===== config.mk =====
export PLATFORM = sky130hd
export DESIGN_NAME = ham_15_11_enc_stream
export DESIGN_NICKNAME = d
export VERILOG_FILES = /design/src/rtl/ham_15_11_enc_stream.sv
export SDC_FILE = /design/constraint.sdc
export NUM_CORES = 1
export LEC_CHECK = 0
export BUFFER_PORTS_ARGS = -buffer_cell sky130_fd_sc_hd__buf_2
export CAP_MARGIN = 40
export CORE_MARGIN = 2
export CORE_UTILIZATION = 35
export CTS_CLUSTER_DIAMETER = 200
export DETAILED_ROUTE_END_ITERATION = 10
export GPL_ROUTABILITY_DRIVEN = 0
export PLACE_DENSITY = 0.55
export SLEW_MARGIN = 25
export SYNTH_ARGS = -nofsm -noshare
export SYNTH_HDL_FRONTEND = slang
export SYNTH_SLANG_ARGS = --single-unit

===== constraint.sdc =====
create_clock -name clk_i -period 3.55 [get_ports clk_i]
set_input_delay 0.5325 -clock clk_i [delete_from_list [all_inputs] [get_ports clk_i]]
set_output_delay 0.5325 -clock clk_i [all_outputs]
set_load 0.02 [all_outputs]

===== src/rtl/ham_15_11_enc_stream.sv =====
// Streaming Hamming (15,11) SEC encoder.
// Words enter on a valid/ready port, are encoded (with optional single-bit
// fault injection) and queued in a 2-entry FIFO that feeds the downstream
// valid/ready port. All outputs come straight from flops.

// Combinational (15,11) encoder with a single-bit fault-injection hook.
module ham_15_11_enc_core (
    input  logic [10:0] data,
    input  logic [3:0]  inj_pos,
    output logic [14:0] cw,
    output logic        inj
);
    logic [14:0] base;
    logic [14:0] flip;

    // Place data bits at non-power-of-two positions, then fill the parity slots.
    always_comb begin
        base       = '0;
        base[2]    = data[0];
        base[6:4]  = data[3:1];
        base[14:8] = data[10:4];
        base[0]    = data[0] ^ data[1] ^ data[3] ^ data[4] ^ data[6] ^ data[8] ^ data[10];
        base[1]    = data[0] ^ data[2] ^ data[3] ^ data[5] ^ data[6] ^ data[9] ^ data[10];
        base[3]    = data[1] ^ data[2] ^ data[3] ^ data[7] ^ data[8] ^ data[9] ^ data[10];
        base[7]    = data[4] ^ data[5] ^ data[6] ^ data[7] ^ data[8] ^ data[9] ^ data[10];
    end

    // Position k (1..15) flips codeword bit k-1; position 0 leaves it intact.
    always_comb begin
        flip = '0;
        if (inj_pos != 4'd0)
            flip = 15'd1 << (inj_pos - 4'd1);
    end

    assign cw  = base ^ flip;
    assign inj = (inj_pos != 4'd0);
endmodule

module ham_15_11_enc_stream #(
    parameter int CNT_W = 16
) (
    input  logic             clk_i,
    input  logic             rst_i,
    input  logic [10:0]      data_i,
    input  logic             valid_i,
    output logic             ready_o,
    input  logic [3:0]       inj_pos_i,
    output logic [14:0]      data_o,
    output logic             valid_o,
    input  logic             ready_i,
    output logic             inj_o,
    output logic [CNT_W-1:0] word_cnt_o,
    output logic [CNT_W-1:0] inj_cnt_o
);
    typedef struct packed {
        logic        inj;
        logic [14:0] cw;
    } entry_t;

    entry_t     mem [2];
    entry_t     mem_n [2];
    entry_t     new_entry;
    entry_t     head_q;
    entry_t     head_n;
    logic       wr_ptr;
    logic       rd_ptr;
    logic       rd_ptr_n;
    logic [1:0] count;
    logic [1:0] count_n;
    logic       push;
    logic       pop;

    ham_15_11_enc_core u_enc (
        .data    (data_i),
        .inj_pos (inj_pos_i),
        .cw      (new_entry.cw),
        .inj     (new_entry.inj)
    );

    assign push = valid_i & ready_o;
    assign pop  = valid_o & ready_i;

    // Next occupancy, read pointer and head entry; the head only changes
    // when the FIFO stays non-empty, so data_o/inj_o hold while idle.
    always_comb begin
        count_n = count;
        unique case ({push, pop})
            2'b10:   count_n = count + 2'd1;
            2'b01:   count_n = count - 2'd1;
            default: count_n = count;
        endcase
        rd_ptr_n = rd_ptr ^ pop;
        mem_n    = mem;
        if (push)
            mem_n[wr_ptr] = new_entry;
        head_n = head_q;
        if (count_n != 2'd0)
            head_n = mem_n[rd_ptr_n];
    end

    // FIFO storage, pointers and registered handshake flags.
    always_ff @(posedge clk_i or posedge rst_i) begin
        if (rst_i) begin
            mem[0]  <= '0;
            mem[1]  <= '0;
            wr_ptr  <= 1'b0;
            rd_ptr  <= 1'b0;
            count   <= 2'd0;
            head_q  <= '0;
            ready_o <= 1'b1;
            valid_o <= 1'b0;
        end else begin
            if (push)
                mem[wr_ptr] <= new_entry;
            wr_ptr  <= wr_ptr ^ push;
            rd_ptr  <= rd_ptr_n;
            count   <= count_n;
            head_q  <= head_n;
            ready_o <= (count_n != 2'd2);
            valid_o <= (count_n != 2'd0);
        end
    end

    // Free-running accepted-word and injected-word counters (wrap, no saturation).
    always_ff @(posedge clk_i or posedge rst_i) begin
        if (rst_i) begin
            word_cnt_o <= '0;
            inj_cnt_o  <= '0;
        end else if (push) begin
            word_cnt_o <= word_cnt_o + CNT_W'(1);
            if (new_entry.inj)
                inj_cnt_o <= inj_cnt_o + CNT_W'(1);
        end
    end

    assign data_o = head_q.cw;
    assign inj_o  = head_q.inj;
endmodule


# --- Word-level counts from Yosys, hierarchy flattened ---
# Cells that the tools add are included.
op_classes:
  n_addsub: 5
  mul: 0
  n_div: 0
  magnitude_cmp: 3
  eq_ne: 3
  shifts: 1
  mux: 9
  bitwise_logic: 31
  reduce_logical: 4
op_table:
  columns: ["cell", "n"]
  rows:
  - ["two-way mux 16 bit", 4]
  - ["adder 16 x 1 -> 16 bit, second input constant", 2]
  - ["bitwise mux 32 bit", 1]
  - ["two-way mux 32 bit", 1]
  - ["bitwise XOR 1 bit", 26]
  - ["demux 16 bit (select 1 bit)", 1]
  - ["two-way mux 15 bit", 1]
  - ["left shift 1 x 4 -> 15 bit, first input constant", 1]
  - ["bitwise XOR 15 bit", 1]
  - ["greater-or-equal comparator 2 bit, second input constant", 2]
  - ["inverter 1 -> 2 bit", 2]
  - ["case mux 2 bit (2 select lines)", 1]
  - ["nonzero test 4 bit", 1]
  - ["subtractor 4 x 1 -> 4 bit, second input constant", 1]
  - ["adder 2 x 1 -> 2 bit, second input constant", 1]
  - ["AND 1 bit", 2]
  - ["equality test 2 x 1 -> 1 bit, second input constant", 1]
  - ["equality test 2 bit, second input constant", 1]
  - ["< comparator 2 x 1 -> 1 bit, second input constant", 1]
  - ["inequality test 2 bit, second input constant", 1]
  - ["AND reduction 2 bit", 1]
  - ["nonzero test 2 bit", 1]
  - ["subtractor 2 x 1 -> 2 bit, second input constant", 1]
  - ["logical AND 1 bit", 1]
word_totals:
  regBits: 86
  latch_bits: 0
  ram_bits: 0
  romBits: 0
  out_inout_bits: 50
  wordCells: 69
  n_memories: 0

# --- Longest topological paths before layout ---
logic_depth:
  ltp_word: 12
  depth_mapped: 9

# --- Cells and area by module ---
# A second synthesis with hierarchy kept.
unflattened:
  hier_cells: 319
  area_unflattened_um2: 4151.5
by_module_without_submodules:
  columns: ["mod", "n_inst", "cells_each", "area_per_inst_um2"]
  rows:
  - ["ham_15_11_enc_stream", 1, 265, 3663.5]
  - ["ham_15_11_enc_core", 1, 54, 488.0]

# --- Least setup slack after synthesis ---
# OpenSTA, ideal clock, no wires.
synth_path:
  path_type: "register to register"
  startpoint: "register ready_o"
  endpoint: "register head_q, in the netlist data_o[4]"
  t_arrival_ns: 2.206
  required_time_ns: 3.468
  slack_ns: 1.262
  path_stages_with_launch: 9
  n_path_buf: 2
  period_less_slack_ns: 2.288
  cell_sequence: "dfstp_2 nand2_1 buf_2 ha_1 or3_1 nand3_1 clkbuf_1 nor2_1 a31oi_1"
synth_between:
  elab_chain_len: 5
  word_cells_on_any_way: 9
synth_rtl:
  columns: ["element", "line_no", "rtl"]
  rows:
  - ["from (decl)", "46", "output logic ready_o,"]
  - ["from (signal assigned)", "119", "ready_o <= (count_n != 2'd2);"]
  - ["AND 1 bit *", "80", "assign push = valid_i & ready_o;"]
  - ["two-way mux 32 bit", "94", "if (push)"]
  - ["two-way mux 16 bit (implied by the code) (3 in a row)", "98", "head_n = mem_n[rd_ptr_n];"]
  - ["to (signal assigned)", "118", "head_q <= head_n;"]
  - ["to (decl)", "63", "entry_t head_q;"]
# Mark *: on every way between the ends. The rest lies on a longest branch, timed or not. The select of a mux whose other input is x is not followed.
# A chain may end at the register's enable or synchronous reset.

# --- Worst setup path after layout ---
layout_path:
  startpoint: "register ready_o"
  endpoint: "register head_q, in the netlist data_o[12]"
# Same word-level chain as after synthesis.

==> results.tsv <==
stage	metric	value	unit
floorplanning	core_area	0.0115	mm^2
worst_setup_path	crit_chain	nand2_1 > ha_1 > or3_1 > nand3_1 > buf_4 > nor2_1 > a31oi_1	
floorplanning	start_util	36.1	%
logic_synthesis	synthTopCellsByArea	dfrtp_1 51%, xnor2_1 8.9%, nor2_1 4.5%	
logic_synthesis	synth_largest_area_cell	dfrtp_1	
grt	antenna_found_initial	0	
logic_synthesis	synth.top_cell.area_share	51.4	%
cts	cts_root_buffer	clkbuf_16	
detailed_routing	wl_per_cell	14.0	um
grt	grt_usage	13.8	%
logic_synthesis	synth_area	0.00414	mm^2
logic_synthesis	ys_warn_count	0	
logic_synthesis	synth-seq-cells	86	
hold_path	holdCritPathClass	input port to asynchronous set/reset pin	
worst_setup_path	start_kind	flop	
cts	ctsHtreeMaxLevel	3	
detailed_routing	drc_errors	0	
detailed_routing	via_per_inst	4.91	
worst_setup_path	crit_fanout	18	
timing	worst_pin_slew	772	ps
floorplanning	die_w	113	um
logic_synthesis	synth_nets	408	
floorplanning	rows	39	
logic_synthesis	ys_types	39	
logic_synthesis	yosysSeqAreaShare	52.0	%
power_and_ir_drop	ir_drop	0.000367	V
cts	postCtsSetupRepairBufs	0	
timing	period_share	64.0	%
worst_setup_path	slowest_stage	dfstp_2	
detailed_routing	num_vias	2941	
floorplanning	dieArea	0.0127	mm^2
cts	cts_resized	0	
layout	regArea	0.00215	mm^2
logic_synthesis	syn_area_per_cell	10.7	um^2
cts	cts.sinks	86	
detailed_routing	firstDrtPassIters	4	
cts	cts_buffers	9	
floorplanning	ios	69	
timing	slew_viol_final	0	
timing	fmax	440	MHz
place	io_buffers	68	
worst_setup_path	cp_num_buf_inv	1	
place	hpwl	5.88	mm
worst_setup_path	critPathArrivalTime	2520	ps
timing	rsz0062_at_grt	no	
logic_synthesis	postSynth.asyncResetShare	100	%
layout	multi_input_area	0.00187	mm^2
logic_synthesis	synth_edf_count	0	
timing	holdWs	262	ps
timing	fin_skew	6.19	ps
layout	n_antenna_cell	0	
logic_synthesis	synth.most_common_cell	dfrtp_1	
worst_setup_path	critPathRequiredTime	3800	ps
worst_setup_path	critPathMaxStageDelay	560	ps
layout	area_growth_syn_to_layout	18.5	%
cts	cts_hold_buf	0	
logic_synthesis	synth_flop_cell	dfrtp_1	
detailed_routing	drtIter0Drc	207	
logic_synthesis	postSynthCellCount	386	
run_status	status	complete, no violations	
floorplanning	fp.dieH	113	um
power_and_ir_drop	powerDensity	869	mW/mm^2
timing	setup-tns-final	0	ps
detailed_routing	final_antenna_net_count	0	
timing	period_minus_slack	2270	ps
timing	max_slew_margin	48.4	%
grt	grt_first_pass_wirelength	14.1	mm
timing	finalSetupViolations	0	
cts	cts_tree	built	
logic_synthesis	synth_common_cells	85 x dfrtp_1, 50 x nor2_1, 43 x nand2_1	
layout	final_nets	474	
worst_setup_path	critical_path_class	flop to flop	
worst_setup_path	cp_top_family	simple AND/OR/NAND/NOR gates	
cts	worstSkewPairLatency	330	ps
detailed_routing	drt-total-wl	8.36	mm
worst_setup_path	endpoint_kind	flop	
cts	clockBufferDepth	2	
cts	clkTransAtPathRegs	60	ps
worst_setup_path	rr_worst_depth	7	
layout	fill_cells	1102	
worst_setup_path	cp.depth	7	
run	maxCapViolCount	0	
grt	grt_overflow	0	
timing	hold_viol	0	
layout	drive_above_1_share	21.9	%
power_and_ir_drop	p_leak	2.26	nW
grt	grt_pass1_vias	2739	
grt	grt_max_degree	38	
==> metal layers <==
layer / part of all wire (%) / GRT usage, % / wire length, um
met2: 44 / 20.0 / 3690
met5: 0 / 0 / 0
met3: 5.3 / 3.64 / 441
met4: 1.1 / 4.15 / 96
met1: 49 / 20.4 / 4140
==> state kept, by name (all words and copies together), names as in the netlist <==
signal and count:
count 2, data_o 15, inj_cnt_o 16, inj_o 1, mem 32, rd_ptr 1, ready_o 1, valid_o 1
word_cnt_o 16, wr_ptr 1
==> power breakdown <==
group          switching [mW]  internal (mW)
combinational            1.05          0.656
clock                   0.358          0.611
sequential              0.214           1.37
total                    1.62           2.64
==> cell usage in the layout, fill, tap and decap left out, types with 2 or more instances in the layout <==
master	instances
a211o_1	12
a21oi_1	12
a31oi_1	16
and3_1	6
and4_1	2
and4bb_1	6
buf_2	68
buf_4	5
bufinv_16	2
clkbuf_1	2
clkbuf_16	9
clkinv_2	2
dfrtp_1	85
ha_1	3
inv_1	3
mux2_2	2
nand2_1	43
nand2b_1	4
nand3_1	12
nand4_1	6
nand4b_1	4
nor2_1	50
nor3_1	2
nor4b_2	2
nor4b_4	2
o211ai_1	4
o21a_1	4
o21ai_0	5
o21ai_1	12
xnor2_1	42
xnor3_1	4
xor2_1	15
==> metrics by stage <==
stage | util [%] | instances | setup slack (ps) | power, mW | cell area [um^2]
after CTS | 42.8 | 599 | 1270 | 4.33 | 4910
after global routing | 42.8 | 599 | 1100 | 4.60 | 4910
final | 42.8 | 599 | 1280 | 4.27 | 4910
after global placement | 40.1 | 584 | 1210 | 3.30 | 4600
after detailed placement | 40.1 | 584 | 1170 | 3.35 | 4600
after floorplan | - | 386 | 797 | 2.86 | 4140
==> final timing paths <==
kind	slack, ps	startpoint	to
worst max-delay path	1280	ready_o$_DFF_PP1_	data_o[12]$_DFFE_PP0P_
worst min-delay path	260	rst_i	word_cnt_o[10]$_DFFE_PP0N_
worst max register to register	1280	ready_o$_DFF_PP1_	data_o[12]$_DFFE_PP0P_
worst min register to register	460	word_cnt_o[15]$_DFFE_PP0N_	word_cnt_o[15]$_DFFE_PP0N_
max in group asynchronous	2520	rst_i	mem[7]$_DFF_PP0_
min in group clk_i	460	word_cnt_o[15]$_DFFE_PP0N_	word_cnt_o[15]$_DFFE_PP0N_
==> layout make-up <==
class	instances	share of cell area, %
clock inverter	4	1.48
inverter	5	0.408
tap	143	3.65
clock buffer	11	4.74
timing repair buffer	73	7.70
sequential	86	43.9
multi-input combinational	277	38.2
==> worst register-to-register path: cells and delay by family (launching register included) <==
kind | cells | cell delay (ps)
simple gates | 4 | 830
flops | 1 | 560
fa+ha+maj | 1 | 430
buf+inv | 1 | 220
compound gates | 1 | 150
==> kinds of logic after synthesis <==
kind of cell | synth area share (%)
AND/OR/NAND/NOR | 19.0
buffers and inverters | 2.78
flip-flops | 52.0
AO/OA/AOI/OAI | 9.91
XOR/XNOR | 14.9
multiplexers | 0.544
adder cells (fa/ha/maj) | 0.906
Note: power is estimated with default switching activity, not from simulation.
